$ cat config.mk
export PLATFORM = sky130hd
export DESIGN_NAME = prog_mod_counter
export DESIGN_NICKNAME = d
export VERILOG_FILES = /design/src/rtl/counter_pkg.sv /design/src/rtl/prog_mod_counter.sv
export SDC_FILE = /design/constraint.sdc
export NUM_CORES = 1
export LEC_CHECK = 0
export CAP_MARGIN = 20
export CORE_MARGIN = 3
export CORE_UTILIZATION = 50
export CTS_CLUSTER_DIAMETER = 150
export CTS_CLUSTER_SIZE = 30
export DETAILED_ROUTE_END_ITERATION = 6
export PLACE_DENSITY = 0.81
export SETUP_SLACK_MARGIN = 0.5
export SLEW_MARGIN = 20
export SYNTH_ARGS = -nofsm -noshare
export SYNTH_HDL_FRONTEND = slang
export SYNTH_SLANG_ARGS = --single-unit
$ cat constraint.sdc
create_clock -name clk -period 3.05 [get_ports clk]
set_input_delay 0.4575 -clock clk [delete_from_list [all_inputs] [get_ports clk]]
set_output_delay 0.4575 -clock clk [all_outputs]
set_load 0.03 [all_outputs]
$ cat src/rtl/counter_pkg.sv
// Shared encodings for the programmable counter family: terminal-mode and FSM states.
package counter_pkg;

  typedef enum logic [1:0] {
    CNT_WRAP    = 2'b00,
    CNT_SAT     = 2'b01,
    CNT_ONESHOT = 2'b10,
    CNT_RSVD    = 2'b11
  } cnt_mode_e;

  typedef enum logic {
    ST_RUN  = 1'b0,
    ST_DONE = 1'b1
  } cnt_state_e;

endpackage

$ cat src/rtl/prog_mod_counter.sv
// Up/down counter against a runtime modulus with load and wrap/saturate/one-shot terminal modes.
module prog_mod_counter
  import counter_pkg::*;
#(
  parameter int unsigned      WIDTH     = 8,
  parameter logic [WIDTH-1:0] RESET_VAL = '0
) (
  input  logic             clk,
  input  logic             rst_n,
  input  logic             en,
  input  logic             up_dn,
  input  logic [1:0]       mode,
  input  logic             load,
  input  logic [WIDTH-1:0] load_val,
  input  logic [WIDTH-1:0] max_val,
  output logic [WIDTH-1:0] count,
  output logic             tc,
  output logic             wrap,
  output logic             sat,
  output logic             done
);

  logic [WIDTH-1:0] count_q, count_d;
  logic             wrap_q, wrap_d;
  logic             sat_q, sat_d;
  logic             done_q, done_d;
  cnt_state_e       state_q, state_d;
  cnt_mode_e        mode_e;
  logic [WIDTH-1:0] up_clamp;
  logic             count_ok;

  assign mode_e   = cnt_mode_e'(mode);
  assign tc       = up_dn ? (count_q >= max_val) : (count_q == '0);
  // Terminal hold value when counting up: pulls an out-of-range count back to max_val.
  assign up_clamp = (count_q > max_val) ? max_val : count_q;

  always_comb begin
    count_d  = count_q;
    wrap_d   = 1'b0;
    sat_d    = sat_q;
    done_d   = done_q;
    state_d  = state_q;
    count_ok = 1'b0;

    if (load) begin
      count_d = (load_val > max_val) ? max_val : load_val;
      sat_d   = 1'b0;
      done_d  = 1'b0;
      state_d = ST_RUN;
    end else begin
      if (state_q == ST_DONE) begin
        // Leaving one-shot mode releases the freeze immediately.
        if (mode_e != CNT_ONESHOT) begin
          done_d   = 1'b0;
          state_d  = ST_RUN;
          count_ok = 1'b1;
        end
      end else begin
        count_ok = 1'b1;
      end

      if (en && count_ok) begin
        if (tc) begin
          case (mode_e)
            CNT_SAT: begin
              count_d = up_dn ? up_clamp : count_q;
              sat_d   = 1'b1;
            end
            CNT_ONESHOT: begin
              count_d = up_dn ? up_clamp : count_q;
              done_d  = 1'b1;
              state_d = ST_DONE;
            end
            default: begin
              count_d = up_dn ? '0 : max_val;
              wrap_d  = 1'b1;
            end
          endcase
        end else if (up_dn) begin
          count_d = count_q + WIDTH'(1);
        end else begin
          count_d = count_q - WIDTH'(1);
        end
      end
    end
  end

  always_ff @(posedge clk) begin
    if (!rst_n) begin
      count_q <= RESET_VAL;
      wrap_q  <= 1'b0;
      sat_q   <= 1'b0;
      done_q  <= 1'b0;
      state_q <= ST_RUN;
    end else begin
      count_q <= count_d;
      wrap_q  <= wrap_d;
      sat_q   <= sat_d;
      done_q  <= done_d;
      state_q <= state_d;
    end
  end

  assign count = count_q;
  assign wrap  = wrap_q;
  assign sat   = sat_q;
  assign done  = done_q;

endmodule

# --- Yosys cells after proc, flatten, opt, wreduce, memory -nomap -nowiden ---
# Cells that the tools add are included.
op_classes:
  muxes: 24
  magnitude_cmp: 3
  add_sub_neg: 2
  bitwise_logic: 3
  n_eq_ne: 5
  reduce_logical: 8
op_table:
  columns: ["operator", "n"]
  rows:
  - ["8-bit two-way mux", 9]
  - ["8-bit > comparator", 2]
  - ["1-bit two-way mux", 15]
  - ["8-bit by 1-bit adder with 8-bit output (second input constant)", 1]
  - ["8-bit >= comparator", 1]
  - ["8-bit logical NOT", 1]
  - ["8-bit by 1-bit subtractor with 8-bit output (second input constant)", 1]
  - ["3-bit AND reduction", 2]
  - ["4-bit by 3-bit inequality test with 1-bit output (second input constant)", 1]
  - ["4-bit inequality test (second input constant)", 1]
  - ["2-bit OR reduction", 2]
  - ["4-bit OR reduction", 1]
  - ["1-bit inverter", 3]
  - ["2-bit by 1-bit == test with 1-bit output (second input constant)", 1]
  - ["2-bit == test (second input constant)", 1]
  - ["2-bit inequality test (second input constant)", 1]
  - ["2-bit nonzero test", 1]
  - ["1-bit logical AND", 1]
totals:
  register_bits: 12
  elab_cells: 50
  output_inout_bits: 12

# --- Longest topological paths before layout ---
# Gate-level depths: netlist of the first run.
logic_depth:
  ltp_word: 7
  depth_mapped: 10
  mapped_depth_nobuf: 9

# --- Worst setup path before layout of the first run ---
# No wires, ideal clock.
synth_timing:
  path_kind: "reg-to-reg"
  from: "register count_q[0], in the netlist count[0]"
  to: "register count_q[0], in the netlist count[0]"
  setup_time_ps: 122
  required_time_ps: 2928
  path_stages_with_launch: 11
  slack_ps: 456
  arrival_time_ps: 2473
  path_cell_list: "dfxtp_1 > inv_1 > ha_1 > nand2b_1 > a2111o_1 > a31oi_1 > or2_1 > buf_6 > clkinv_8 > mux2i_1 > a221o_1"
synth_via:
  elab_chain_cells: 5
  elab_cells_between_ends: 13
  cone_classes: "add/sub: 2; order compare: 2; eq/ne: 2; mux: 5; reduce/logical: 2"
synth_lines:
  columns: ["item", "line", "source"]
  rows:
  - ["from (decl)", "prog_mod_counter.sv:23", "logic [WIDTH-1:0] count_q, count_d;"]
  - ["from (signal assigned)", "prog_mod_counter.sv:96", "count_q <= count_d;"]
  - ["8-bit >= comparator or 8-bit logical NOT (tied branches)", "prog_mod_counter.sv:33", "assign tc = up_dn ? (count_q >= max_val) : (count_q == '0);"]
  - ["1-bit two-way mux *", "prog_mod_counter.sv:33", null]
  - ["named net tc", "prog_mod_counter.sv:17", "output logic tc,"]
  - ["8-bit two-way mux", "prog_mod_counter.sv:63", "if (tc) begin"]
  - ["8-bit two-way mux", "prog_mod_counter.sv:62", "if (en && count_ok) begin"]
  - ["8-bit two-way mux", "prog_mod_counter.sv:45", "if (load) begin"]
# The timed path passes the listed nets; every way through them passes the cells marked *. The select of a mux whose other input is x is not followed.
# A chain may end at the register's enable or synchronous reset.

# --- Final worst setup path of the first run ---
layout_timing:
  from: "input port max_val[1]"
  to: "output port tc"
layout_via:
  elab_chain_cells: 2
layout_lines:
  columns: ["item", "line", "source"]
  rows:
  - ["from (decl)", "prog_mod_counter.sv:15", "input logic [WIDTH-1:0] max_val,"]
  - ["8-bit >= comparator", "prog_mod_counter.sv:33", null]
  - ["1-bit two-way mux", "prog_mod_counter.sv:33", null]
  - ["to (decl)", "prog_mod_counter.sv:17", null]
# Every way passes these cells.

==> metrics.md, run 1 <==
| Metric | Value |
|---|---|
| GPL Wtd Cong | 0.854 |
| Area Overhead vs Synth | 51.3% |
| CP startpoint | max_val[1] |
| Setup CP Type | input port to primary output |
| Max Clk Rate | 0.398 GHz |
| Grt ovf | 0 |
| Routed WL | 4.58 mm |
| Top delay family on crit path | compound AO/OA/AOI/OAI gates |
| Crit-path cells | dlygate4sd2_1, inv_1, ha_1, a2111o_1, a31oi_2, or2_4, clkinv_8, buf_6 |
| CTS tree | built |
| Core ar. | 2590 um^2 |
| First-pass GRT wire length | 7.37 mm |
| Clk buf depth | 2 |
| Post-DRT Antenna Nets | 0 |
| H-tree levels | 1 |
| Min-Delay Startpoint | state_q$_SDFF_PP0_ |
| PnR worst setup slack | 0.541 ns |
| Filler cells | 166 |
| Synth Instances | 173 |
| GRT Util Overall | 0.269 |
| Initial Util | 0.553 |
| Synth cell types | 40 |
| Cts bufs inserted | 3 |
| Post-Syn Area | 1430 um^2 |
| Least-Margin Pin Slew | 0.551 ns |
| Synth area leader | ha_1 |
| Vias after detailed routing | 1607 |
| RSZ-0062 raised after global routing | no |
| Final min period | 2.51 ns |
| Largest cells by area after synthesis | ha_1 (21%), dfxtp_1 (17%), mux2i_1 (8.4%) |
| WP data arrival | 2.05 ns |
| Worst clock skew | 0.00464 ns |
| Die height | 59.5 um |
| Iter 0 DRT Violations | 94 |
| CP Buf/Inv Count | 4 |
| Die Span X | 59.5 um |
| Vias in the first global route | 1704 |
| Fin nets | 284 |
| Startpoint Class | input port |
| Port bufs | 34 |
| Outcome | finished clean |
| Ports | 35 |
| Leakage | 1.08 nW |
| RR Startpoint | count[0]$_SDFFE_PN0P_ |
| Ys Warns | 0 |
| Syn nets | 221 |
| Clk sink count | 12 |
| WP data required | 2.59 ns |
| Cts hold-fix bufs | 0 |
| Layout cells sized above 1 | 0.260 |
| Synthesized flop and latch total | 12 |
| Clk_lat worst skew | 0.28 ns |
| Antenna cells | 0 |
| Pre-CTS setup slack | -0.291 ns |
| CTS Root Cell | clkbuf_4 |
| Mean post-synth cell area | 8.27 um^2 |
| Post-DP HPWL | 3.42 mm |
| Maxcap violations | 0 |
| # setup viols final | 0 |
| CP peak stage delay | 0.40 ns |
| Slew margin rel. | 0.633 |
| CP max FO | 2 |
| Largest net degree at the start of global routing | 9 |
| Initial DRT Pass Iterations | 6 |
| Highest-delay cell along the critical path | a2111o_1 |
| Final Hold Violating Endpoints | 0 |
| Layout Utilization | 0.836 |
| Pwr Total | 798 uW |
| Period utilization | 0.823 |
| Clock slew at reported path FFs | 0.08 ns |
| CP endpoint kind | primary output |
| Routed len/inst | 17.3 um |
| HP Class | flip-flop to flip-flop |
| Drt drc | 0 |
| Row cnt | 18 |
| Slew Viols, Final | 0 |
| Vias/cell | 6.06 |
| Initial antenna violation count | 0 |
| Power density over cell area | 368 nW/um^2 |
| Sequential element share of the synthesized area | 0.168 |
| Die area | 3540 um^2 |
| Synth top area share | 0.210 |
| Peak supply drop | 0.000499 V |
[synth_stat cells]
master    count
o31ai_1       1
a21o_1        2
o22ai_1       1
inv_1        15
nand3_1       3
o21a_1        2
or3_1         1
nor2_1       20
or2_1         1
or4_4         1
o211ai_4      1
o41a_1        1
a31oi_1       3
buf_6         1
nand2b_1      2
xor2_1        5
o32ai_1       1
a21oi_1      10
xnor2_1       2
o211ai_1      1
a21o_2        1
a21boi_0      1
a221oi_1      1
mux2i_1      12
o21ai_0       8
and3_1        2
a211oi_1      4
and4_1        3
dfxtp_1      12
or4_1         1
a2111o_1      1
ha_1         24
nor2b_1       1
nand2_1      12
nand4_1       1
clkinv_8      1
nor3_1        3
fa_1          1
o21bai_1      3
a221o_1       7
[power by group]
group          switching, mW  leakage [nW]  internal [mW]
Sequential            0.0239        0.0993          0.172
Clock                 0.0594        0.0210         0.0727
Combinational          0.237         0.958          0.234
[logic make-up after synthesis]
| kind of cell | after synthesis | synth area share |
|---|---|---|
| compound gates | 49 | 0.252 |
| mux | 12 | 0.0839 |
| simple gates | 51 | 0.171 |
| buf+inv | 17 | 0.0586 |
| xor+xnor | 7 | 0.0428 |
| fa+ha+maj | 25 | 0.224 |
| flops | 12 | 0.168 |
[cell usage in the layout, fill, tap and decap left out, types with 3 or more instances in the layout]
master / synthesis / layout
a21oi_1: 10 / 9
a221o_1: 7 / 7
buf_4: 0 / 24
clkbuf_4: 0 / 3
clkdlybuf4s50_1: 0 / 21
dfxtp_1: 12 / 10
dlygate4sd2_1: 0 / 3
dlymetal6s2s_1: 0 / 8
ha_1: 24 / 18
ha_4: 0 / 5
inv_1: 15 / 8
inv_2: 0 / 7
mux2i_1: 12 / 11
nand2_1: 12 / 12
nand3_1: 3 / 3
nor2_1: 20 / 20
nor3_1: 3 / 3
o21ai_0: 8 / 5
o21bai_1: 3 / 3
xor2_1: 5 / 5
[metal layers]
layer	share of wire	vias to the layer above	track usage
met5	0	-	0
met4	0.017	0	0.0918
met3	0.059	10	0.0501
met2	0.51	71	0.491
met1	0.41	753	0.310
li1	-	773	-
[flip-flops by register name, indices dropped and copies added (netlist names)]
| signal | cells |
|---|---|
| state_q | 1 |
| sat | 1 |
| done | 1 |
| count | 8 |
| wrap | 1 |
[path summary, 6_finish.rpt]
path              depth (start not counted)                    end  slack (ns)
setup / recovery                          8                     tc        0.54
hold / removal                            1        done$_SDFF_PP0_        0.48
setup reg to reg                          9  count[2]$_SDFFE_PN0P_        0.73
hold reg to reg                           1        done$_SDFF_PP0_        0.48
[timing repair]
item | CTS | global route
resized for setup | 26 | 23
pin swaps | 8 | 12
buffers inserted | 1 | 0
setup endpoints to repair | 9 | 9
[cell type report]
| cell class | instances | area, um^2 | area share |
|---|---|---|---|
| multi-input cells | 144 | 1220 | 0.565 |
| repair buffers | 59 | 553 | 0.255 |
| flip-flops and latches | 12 | 243 | 0.112 |
| inverters | 16 | 72.6 | 0.0335 |
| well taps | 30 | 37.5 | 0.0173 |
| clock buffers | 4 | 36.3 | 0.0168 |
[worst reg2reg max path, delay by kind of cell (launching register included)]
kind | cells | cell delay (ns)
AO/OA/AOI/OAI | 4 | 1.13
AND/OR/NAND/NOR | 2 | 0.33
buffers and inverters | 2 | 0.21
adder cells (fa/ha/maj) | 1 | 0.20
flip-flops | 1 | 0.34
[stage by stage]
step,TNS (ns),cell area [um^2],hold WS [ns],std cells
finish,0,2170,0.480,265
global route,0,2170,0.499,265
CTS,0,2090,0.481,265
detailed placement,-0.291,1990,0.462,260
global placement,-0.236,1990,0.454,260
floorplan,0,1430,0.437,173
Note: power is estimated with default switching activity, not from simulation.
==> inputs of run 2 (changes only) <==
==> constraint.sdc (replaced) <==
create_clock -name clk -period 2.6 [get_ports clk]
set_input_delay 0.39 -clock clk [delete_from_list [all_inputs] [get_ports clk]]
set_output_delay 0.39 -clock clk [all_outputs]
set_load 0.03 [all_outputs]
==> metrics.md, run 2 (same netlist as run 1, synthesis figures left out) <==
| Metric | Value |
|---|---|
| Outcome | finished with violations |
| Row cnt | 18 (unchanged) |
| WP data arrival | 2.93 ns (+0.88 ns) |
| Core ar. | 2590 um^2 (unchanged) |
| Clock slew at reported path FFs | 0.10 ns (+0.02 ns) |
| Max Clk Rate | 0.368 GHz |
| Highest-delay cell along the critical path | o21ai_0 |
| Die height | 59.5 um (unchanged) |
| Slew Viols, Final | 0 (unchanged) |
| WP data required | 2.82 ns (+0.23 ns) |
| Setup TNS Final | -0.145 ns (-0.145 ns) |
| Peak supply drop | 0.000560 V (+12%) |
| Die area | 3540 um^2 (unchanged) |
| GRT Util Overall | 0.453 (+0.183) |
| Die Span X | 59.5 um (unchanged) |
| First-pass GRT wire length | 11.3 mm (+53%) |
| Clk sink count | 12 (unchanged) |
| Iter 0 DRT Violations | 345 (+270%) |
| # setup viols final | 2 (+2) |
| Routed WL | 9.00 mm (+97%) |
| Crit-path cells | clkdlybuf4s15_2, inv_2, buf_4, ha_1, buf_4, o21ai_0, o21bai_1, a21oi_1, xor2_1, mux2i_1, a221o_1 |
| Setup CP Type | input port to flip-flop |
| Cts bufs inserted | 3 (unchanged) |
| Commonest non-fill, non-tap cell in the layout | buf_4 |
| Port bufs | 34 (unchanged) |
| Antenna cells | 0 (unchanged) |
| H-tree levels | 1 (unchanged) |
| PnR worst setup slack | -0.117 ns (-0.657 ns) |
| CP peak stage delay | 0.37 ns (-0.03 ns) |
| Post-DRT Antenna Nets | 0 (unchanged) |
| Crit-path most repeated cell | buf_4 |
| GPL Wtd Cong | 0.876 (+2.6%) |
| Final min period | 2.72 ns |
| CP endpoint kind | flip-flop |
| Vias/cell | 7.76 (+28%) |
| Fin cells | 290 (+9.4%) |
| Period utilization | 1.04 |
| Largest net degree at the start of global routing | 8 (-1) |
| Leakage | 1.17 nW (+8.3%) |
| Initial Util | 0.553 (unchanged) |
| Initial DRT Pass Iterations | 7 (+1) |
| Vias in the first global route | 2060 (+21%) |
| Grt ovf | 0 (unchanged) |
| Startpoint Class | input port |
| Post-DP HPWL | 4.10 mm (+20%) |
| Maxcap violations | 0 (unchanged) |
| Least-Margin Pin Slew | 0.541 ns (-0.0104 ns) |
| Fin nets | 309 (+8.8%) |
| CTS tree | built |
| RSZ-0062 raised after global routing | yes |
| Placed cell areas | 2180 um^2 (+9.5%) |
| Pwr Total | 1.22 mW (+53%) |
| CP max FO | 4 (+2) |
| Cts hold-fix bufs | 0 (unchanged) |
| Failing checks | design-rule violations, negative setup slack |
| CP Buf/Inv Count | 4 (unchanged) |
| Initial antenna violation count | 1 (+1) |
| Drt drc | 39 (+39) |
| Area Overhead vs Synth | 75.3% |
| Clk_lat worst skew | 0.32 ns (+0.04 ns) |
| Routed len/inst | 31.0 um (+80%) |
| Post-Place Cells | 278 (+6.9%) |
| Top delay family on crit path | compound AO/OA/AOI/OAI gates |
| Largest register FFs | 8 (unchanged) |
| Slew margin rel. | 0.640 (+0.00691) |
| Worst clock skew | 0.0149 ns (+0.0103 ns) |
| Ports | 35 (unchanged) |
| HP Class | flip-flop to flip-flop |
| Power density over cell area | 488 nW/um^2 (+32%) |
| Finished Cell Area | 2510 um^2 (+16%) |
| CTS Root Cell | clkbuf_4 |
| Final Hold Violating Endpoints | 0 (unchanged) |
| Vias after detailed routing | 2250 (+40%) |
| Layout Utilization | 0.969 (+0.132) |
| Clk buf depth | 2 (unchanged) |
| Layout cells sized above 1 | 0.415 (+0.156) |
| Most frequent cells in the layout | buf_4 (43), clkdlybuf4s50_1 (21), nor2_1 (17) |
==> run 2: cell count changes in the layout (fill, tap and decap cells not counted), sizes merged <==
cell,change
buf,+25
clkbuf,-1
clkdlybuf4s15,+5
dlygate4sd2,+4
dlymetal6s2s,-8
==> run 2: through the flow <==
| step | hold WS (ns) | worst slack [ns] |
|---|---|---|
| 4_1_cts | 0.504 | 0.229 |
| 5_1_grt | 0.578 | -0.353 |
| 2_1_floorplan | 0.437 | 0.332 |
| 3_5_place_dp | 0.472 | -0.555 |
| 3_3_place_gp | 0.457 | -0.532 |
| 6_report | 0.555 | -0.117 |
==> run 2: final timing paths <==
check / cells past startpoint / slack [ns] / end / start
worst max register to register: 8 / 0.02 / count[2]$_SDFFE_PN0P_ / count[7]$_SDFFE_PN0P_
worst max-delay path: 11 / -0.12 / count[5]$_SDFFE_PN0P_ / up_dn
worst min-delay path: 1 / 0.55 / done$_SDFF_PP0_ / state_q$_SDFF_PP0_
worst min register to register: 1 / 0.55 / done$_SDFF_PP0_ / state_q$_SDFF_PP0_
==> run 2: routing by layer <==
layer,vias up,track usage,part of all wire
li1,829,-,-
met1,979,0.478,0.31
met2,313,0.705,0.41
met3,129,0.214,0.15
met4,0,0.301,0.13
met5,-,0.0794,0
==> run 2: layout make-up <==
type | count | area, um^2
Multi-Input combinational cell | 144 | 1370
Clock buffer | 4 | 36.3
Inverter | 16 | 72.6
Sequential cell | 12 | 245
Fill cell | 46 | 81.3
Tap cell | 30 | 37.5
Timing Repair Buffer | 84 | 747
==> run 2: power by group <==
group	leakage [nW]	internal, mW	switching (mW)
Clock	0.0210	0.0858	0.0908
Sequential	0.0996	0.201	0.0309
Combinational	1.05	0.370	0.446
Total	1.17	0.657	0.568
==> run 2: what timing repair did <==
action / in CTS / in global routing
pin swaps: 22 / 11
endpoints found under the setup margin: 13 / 13
setup buffers: 6 / 2
gates resized for setup: 64 / 15
